===== src/rtl/sync_dp_ram.sv =====
// sync_dp_ram: simple dual-port RAM (one write, one read port, one clock) with registered
// reads, optional output stage, and a post-reset engine that zeroes every word first.
module sync_dp_ram #(
  parameter int DATA_WIDTH = 8,
  parameter int ADDR_WIDTH = 4,
  parameter bit RD_MODE    = 1'b0,
  parameter bit OUT_REG    = 1'b0
) (
  input  logic                  clock,
  input  logic                  reset,
  input  logic                  wr_en,
  input  logic [ADDR_WIDTH-1:0] wr_addr,
  input  logic [DATA_WIDTH-1:0] wr_data,
  input  logic                  rd_en,
  input  logic [ADDR_WIDTH-1:0] rd_addr,
  output logic [DATA_WIDTH-1:0] rd_data,
  output logic                  rd_valid,
  output logic                  busy
);
  // state | meaning
  // CLEAR | zeroing mem[clr_ptr] once per cycle; requests ignored; busy=1
  // READY | normal read/write traffic; terminal until next reset; busy=0

  localparam int DEPTH = 2 ** ADDR_WIDTH;
  localparam logic [ADDR_WIDTH-1:0] LAST_ADDR = '1;

  typedef enum logic {CLEAR = 1'b0, READY = 1'b1} state_t;

  state_t                  state, state_nxt;
  logic [ADDR_WIDTH-1:0]   clr_ptr;
  logic                    clr_we;
  logic                    wr_acc;
  logic                    rd_acc;
  logic                    collide;
  logic [DATA_WIDTH-1:0]   mem [DEPTH];
  logic [DATA_WIDTH-1:0]   s1_data;
  logic                    s1_valid;

  always_ff @(posedge clock or posedge reset) begin
    if (reset) begin
      state   <= CLEAR;
      clr_ptr <= '0;
    end else begin
      state <= state_nxt;
      if (clr_we) clr_ptr <= clr_ptr + 1'b1;
    end
  end

  always_comb begin
    state_nxt = state;
    case (state)
      CLEAR:   if (clr_ptr == LAST_ADDR) state_nxt = READY;
      READY:   state_nxt = READY;
      default: state_nxt = CLEAR;
    endcase
  end

  always_comb begin
    busy    = (state == CLEAR);
    clr_we  = (state == CLEAR);
    wr_acc  = (state == READY) && wr_en;
    rd_acc  = (state == READY) && rd_en;
    collide = wr_acc && (wr_addr == rd_addr);
  end

  // Storage has no reset; the clear engine owns it until READY.
  always_ff @(posedge clock) begin
    if (clr_we)      mem[clr_ptr] <= '0;
    else if (wr_acc) mem[wr_addr] <= wr_data;
  end

  always_ff @(posedge clock or posedge reset) begin
    if (reset) begin
      s1_valid <= 1'b0;
      s1_data  <= '0;
    end else begin
      s1_valid <= rd_acc;
      if (rd_acc) s1_data <= (RD_MODE && collide) ? wr_data : mem[rd_addr];
    end
  end

  generate
    if (OUT_REG) begin : g_out_reg
      always_ff @(posedge clock or posedge reset) begin
        if (reset) begin
          rd_valid <= 1'b0;
          rd_data  <= '0;
        end else begin
          rd_valid <= s1_valid;
          if (s1_valid) rd_data <= s1_data;
        end
      end
    end else begin : g_no_out_reg
      assign rd_valid = s1_valid;
      assign rd_data  = s1_data;
    end
  endgenerate

endmodule


===== config.mk =====
export PLATFORM = sky130hd
export DESIGN_NAME = sync_dp_ram
export DESIGN_NICKNAME = d
export VERILOG_FILES = /design/src/rtl/sync_dp_ram.sv
export SDC_FILE = /design/constraint.sdc
export NUM_CORES = 1
export LEC_CHECK = 0
export ABC_AREA = 1
export CORE_MARGIN = 10
export CORE_UTILIZATION = 62
export CTS_BUF_LIST = sky130_fd_sc_hd__clkbuf_4 sky130_fd_sc_hd__clkbuf_8
export DETAILED_ROUTE_END_ITERATION = 10
export GPL_TIMING_DRIVEN = 0
export HOLD_SLACK_MARGIN = 0.03
export MAX_ROUTING_LAYER = met4
export PLACE_DENSITY = 0.82
export SYNTH_ARGS = -nofsm -noshare
export SYNTH_HDL_FRONTEND = slang
export SYNTH_SLANG_ARGS = --single-unit

===== constraint.sdc =====
create_clock -name clock -period 2.3 [get_ports clock]
set_input_delay 0.575 -clock clock [delete_from_list [all_inputs] [get_ports clock]]
set_output_delay 0.575 -clock clock [all_outputs]
set_load 0.01 [all_outputs]

==> results.json, run 1 <==
{
  "antenna_found_initial": 0,
  "dp_hpwl_um": 9580,
  "ant_nets": 0,
  "syn_nets": 554,
  "wl_per_cell_um": 19.7,
  "drive_gt1_share_pct": 12.6,
  "cts_sinks": 142,
  "num_vias": 4153,
  "violations": "setup timing",
  "root_buffer": "clkbuf_8",
  "worst_slack_ps": -28.1,
  "antennaDiodeCount": 0,
  "netlist-cell-type-count": 20,
  "cts_tree": "done",
  "synth_seq_cells": 142,
  "maxSlewViolCount": 0,
  "p_per_area_nw_per_um2": 802,
  "h-tree-depth": 4,
  "fp-row-count": 35,
  "crit_start": "wr_en",
  "hp-start": "rd_data[4]$_DFFE_PP0P_",
  "timing.fmax_ghz": 0.430,
  "syn-cell-area_um2": 5930,
  "first_iter_violations": 457,
  "drc": 0,
  "relSlewSlack_pct": 22.4,
  "num_io_pins": 30,
  "die_w_um": 118,
  "area_growth_pct": 15.0,
  "period_share_pct": 101,
  "critPathKind": "primary input to flip-flop",
  "vias_per_cell": 5.78,
  "end_kind": "flip-flop",
  "hold_viol": 0,
  "initial_core_util_pct": 63.9,
  "clock_latency_ps": 430,
  "grt_pass1_vias": 3971,
  "cts_made_buffers": 17,
  "setup_viol": 25,
  "seqCellArea_um2": 4190,
  "synthCells": 533,
  "dp_slack_ps": -535,
  "leakage_uw": 0.00277,
  "final_cell_area_um2": 6830,
  "synth_area_per_cell_um2": 11.1,
  "start_kind": "primary input",
  "grt_overflow": 0,
  "hp-class": "flip-flop to flip-flop",
  "grt.total_usage_pct": 21.0,
  "min_period_ps": 2330,
  "drtPass1Iterations": 6,
  "wl_um": 14200,
  "ys_seq_area_share_pct": 70.7,
  "final_util_pct": 73.5,
  "core_area_um2": 9280,
  "io_buffers": 26,
  "multiInputGateArea_um2": 1490,
  "arrival_ps": 2390,
  "ir_worst_vdd_mv": 0.568,
  "nets": 599,
  "required_ps": 2360,
  "die-area_um2": 13900,
  "worst_pin_slew_ps": 1160,
  "grt_pass1_wl_um": 21700,
  "skew_ps": 8.46,
  "r2r_start": "state$_DFF_PP0_",
  "fillCellCount": 617,
  "final.setup.tns_ps": -407,
  "ctsLongestPathBuffers": 2,
  "die_y_um": 118,
  "clk_pin_slew_worst_paths_ps": 80,
  "cap_viol_max_count": 0,
  "grt_max_degree": 17,
  "ys_warn_count": 0,
  "gp_congestion": 0.925,
  "rsz0062_at_grt": "yes",
  "crit_path_max_fanout": 8,
  "placed_cell_area_um2": 6360,
  "status": "finished with violations"
}
[flip-flops by register name, indices dropped and copies added, names as in the netlist]
name and flops:
mem 128, rd_data 8, clr_ptr 4, rd_valid 1
state 1
[cells in the mapped netlist, drive strengths merged]
cell / count / area (um^2)
ha: 1 / 12.5
buf: 25 / 189
xor2: 2 / 17.5
inv: 22 / 82.6
nand3: 101 / 505
or2: 1 / 6.26
nand4: 1 / 6.26
edfxtp: 128 / 3840
dfrtp: 14 / 350
nor2: 24 / 90.1
o21ai: 4 / 27.5
clkinv: 2 / 7.51
nand2: 207 / 787
xnor2: 1 / 8.76
[report_power, final]
group	leakage [uW]	switching, uW	internal, uW	total (uW)
sequential	0.00149	10.4	2840	2850
clock	0.000227	910	1300	2210
combinational	0.00105	272	142	414
total	0.00277	1190	4290	5480
[stage by stage]
stage	hold WS, ps	total power [uW]	std cells
finish	485	5480	718
global route	513	5630	718
CTS	486	5470	718
detailed placement	466	3310	688
global placement	467	3300	688
floorplan	464	3140	533
[final cells by class]
type | instances | area share [%]
flip-flops and latches | 142 | 61.4
multi-input cells | 342 | 21.8
repair buffers | 26 | 3.81
clock buffers | 19 | 3.65
clock inverters | 11 | 2.80
plain buffers | 25 | 2.77
well taps | 129 | 2.36
inverters | 24 | 1.32
[path summary, 6_finish.rpt]
kind | end | slack, ps | depth (start not counted)
max in group asynchronous | rd_data[1]$_DFFE_PP0P_ | 1420 | 2
worst max-delay path | mem[5][5]$_DFFE_PP_ | -30 | 5
worst min-delay path | rd_data[4]$_DFFE_PP0P_ | 490 | 2
worst max register to register | mem[5][5]$_DFFE_PP_ | 100 | 4
min in group asynchronous | rd_data[4]$_DFFE_PP0P_ | 500 | 2
worst min register to register | rd_data[4]$_DFFE_PP0P_ | 490 | 2
[logic make-up after synthesis]
kind of cell	Yosys count	share of synthesized area (%)
compound gates	4	0.464
xor+xnor	3	0.443
fa+ha+maj	1	0.211
buf+inv	49	4.70
flops	142	70.7
simple gates	334	23.5
[critical path, stage by stage]
cell and delay [ps]:
clkdlybuf4s50_1 490, nand2_2 120, o21ai_1 250, nand3_1 240, nor2_1 720
[placed cells by master (no fill, tap or decap), drive strengths merged, types with 4 or more instances in the layout]
| master | n |
|---|---|
| o21ai | 4 |
| bufinv | 5 |
| nor2 | 24 |
| clkdlybuf4s50 | 26 |
| clkbuf | 19 |
| clkinv | 7 |
| nand3 | 101 |
| inv | 23 |
| dfrtp | 14 |
| edfxtp | 128 |
| nand2 | 207 |
| buf | 25 |
[metal layers]
metal	up-vias	track usage [%]	share of wire, %
met4	0	8.04	3.3
li1	1893	-	-
met1	1961	26.4	39
met3	43	5.37	9.7
met2	256	32.2	48
met5	-	-	0
[repair_timing]
action | 4_1_cts | 5_1_grt
setup buffers | 0 | 0
cloned | 0 | 0
hold buffers | 0 | 0
setup endpoints to repair | 72 | 122
resized for setup | 5 | 7
Power figures use the tool's default switching activity.
==> run 2, diff against run 1 <==
CORE_UTILIZATION = 66   (was 62)
DONT_BUFFER_PORTS = 1   (was default)
==> run 2 against run 1 <==
Against the previous run: the flow now finishes without violations; highest routed layer unchanged; register-to-register slack gained 40 ps; critical endpoint is now mem[12][4]$_DFFE_PP_; largest power group unchanged; count of clock-buffer cells in the layout grew 3; combinational power shrank 17%; sequential share of layout area grew 3.2 points; sequential power is essentially flat; critical path depth shrank 1; final cell count shrank 6.0%.
==> results.json, run 2 (synthesis results as in run 1) <==
{
  "cap_viol_max_count": 0,
  "status": "completed",
  "total_power_uw": 5070,
  "required_ps": 2360,
  "hp-class": "primary input to asynchronous set/reset pin",
  "cts_made_buffers": 17,
  "grt_pass1_vias": 3738,
  "grt_pass1_wl_um": 20900,
  "start_kind": "flip-flop",
  "power.share.clock_pct": 36.8,
  "layout_common_cells": "nand2_1, edfxtp_1, nand3_1, inv_1, clkbuf_8",
  "grt_overflow": 0,
  "worst_pin_slew_ps": 1180,
  "skew_ps": 10.5,
  "die_w_um": 115,
  "timing.fmax_ghz": 0.463,
  "hold_viol": 0,
  "h-tree-depth": 4,
  "swShare_pct": 23.5,
  "p_comb_share_pct": 6.7,
  "cts_sinks": 142,
  "cts_tree": "done",
  "wl_um": 13600,
  "maxSlewViolCount": 0,
  "gp_congestion": 0.939,
  "io_buffers": 0,
  "num_io_pins": 30,
  "root_buffer": "clkbuf_8",
  "ctsHoldBuffers": 0,
  "crit_start": "state$_DFF_PP0_",
  "p_int_uw": 3880,
  "grt_max_degree": 17,
  "min_period_ps": 2160,
  "r2r_start": "state$_DFF_PP0_",
  "dp_hpwl_um": 9250,
  "final_common_cell": "nand2_1",
  "crit_path_max_fanout": 8,
  "critPathKind": "flip-flop to flip-flop",
  "drtPass1Iterations": 7,
  "clk_pin_slew_worst_paths_ps": 80,
  "clock_latency_ps": 430,
  "final_cells": 675,
  "initial_core_util_pct": 68.0,
  "ctsLongestPathBuffers": 2,
  "first_iter_violations": 456,
  "die-area_um2": 13200,
  "largest_reg_flops": 128,
  "drive_gt1_share_pct": 13.1,
  "reg_top3": "mem (128), rd_data (8), clr_ptr (4)",
  "ant_nets": 0,
  "antenna_found_initial": 0,
  "setup_viol": 0,
  "end_kind": "flip-flop",
  "leakage_uw": 0.00266,
  "fp-row-count": 34,
  "relSlewSlack_pct": 20.8,
  "final.setup.tns_ps": 0,
  "vias_per_cell": 6.01,
  "nets": 575,
  "critPathSlowestCell": "nor2_1",
  "grt.total_usage_pct": 21.8,
  "core_area_um2": 8720,
  "worstPathCellList": "nand2_2 -> o21ai_1 -> nand3_1 -> nor2_1",
  "regMostFlops": "mem",
  "p_per_area_nw_per_um2": 782,
  "p_sw_uw": 1190,
  "ir_worst_vdd_mv": 0.493,
  "area_growth_pct": 9.30,
  "drc": 0,
  "arrival_ps": 2220,
  "worst_hold_slack_ps": 73.1,
  "wl_per_cell_um": 20.2,
  "period_share_pct": 93.8,
  "num_vias": 4058,
  "die_y_um": 115,
  "max_stage_delay_ps": 630,
  "rsz0062_at_grt": "no",
  "antennaDiodeCount": 0,
  "dp.cells": 641,
  "seq_power_share_pct": 56.5
}
-- run 2: power by group through the flow --
stage	logic (uW)	clock network, uW	registers [uW]
detailed placement	331	0	2920
floorplan	223	0	2910
finish	342	1870	2860
CTS	332	1860	2870
global route	375	1970	2860
global placement	320	0	2920
-- run 2: cell type report --
type                    instances  area [um^2]
flip-flops and latches        142         4190
fillers                       564         2230
multi-input cells             342         1480
clock buffers                  22          284
plain buffers                  25          189
well taps                     108          135
clock inverters                10         90.1
inverters                      24         90.1
repair buffers                  2         22.5
-- run 2: worst paths after layout --
check	to	slack, ps	depth (start not counted)
max in group asynchronous	rd_data[2]$_DFFE_PP0P_	1850	1
hold reg to reg	state$_DFF_PP0_	520	2
min in group clock	rd_data[4]$_DFFE_PP0P_	500	3
hold / removal	clr_ptr[3]$_DFFE_PP0N_	70	1
setup / recovery	mem[12][4]$_DFFE_PP_	140	4
setup reg to reg	mem[12][4]$_DFFE_PP_	140	4
-- run 2: timing repair --
action,4_1_cts,5_1_grt
resized for setup,0,8
buffers inserted,0,0
endpoints found under the setup margin,0,53
-- run 2: metal layers --
layer	track usage [%]	part of all wire (%)	vias to the layer above	wire [um]
li1	-	-	1851	-
met1	29.7	40	1909	5440
met2	32.8	47	274	6440
met3	4.43	11	24	1460
met4	5.78	2.0	0	269
met5	-	0	-	0
-- run 2: stage by stage --
step | util, % | cell area (um^2) | setup slack [ps]
4_1_cts | 73.9 | 6440 | 66.1
3_3_place_gp | 69.6 | 6070 | 12.4
3_5_place_dp | 69.6 | 6070 | -3.95
2_1_floorplan | - | 5930 | 431
6_report | 74.4 | 6490 | 142
5_1_grt | 74.4 | 6490 | 22.9
-- run 2: worst max-delay path, delay by kind of cell, from the launching register on --
family	cells	cell delay (ps)
AND/OR/NAND/NOR	3	1080
AO/OA/AOI/OAI	1	250
flip-flops	1	470
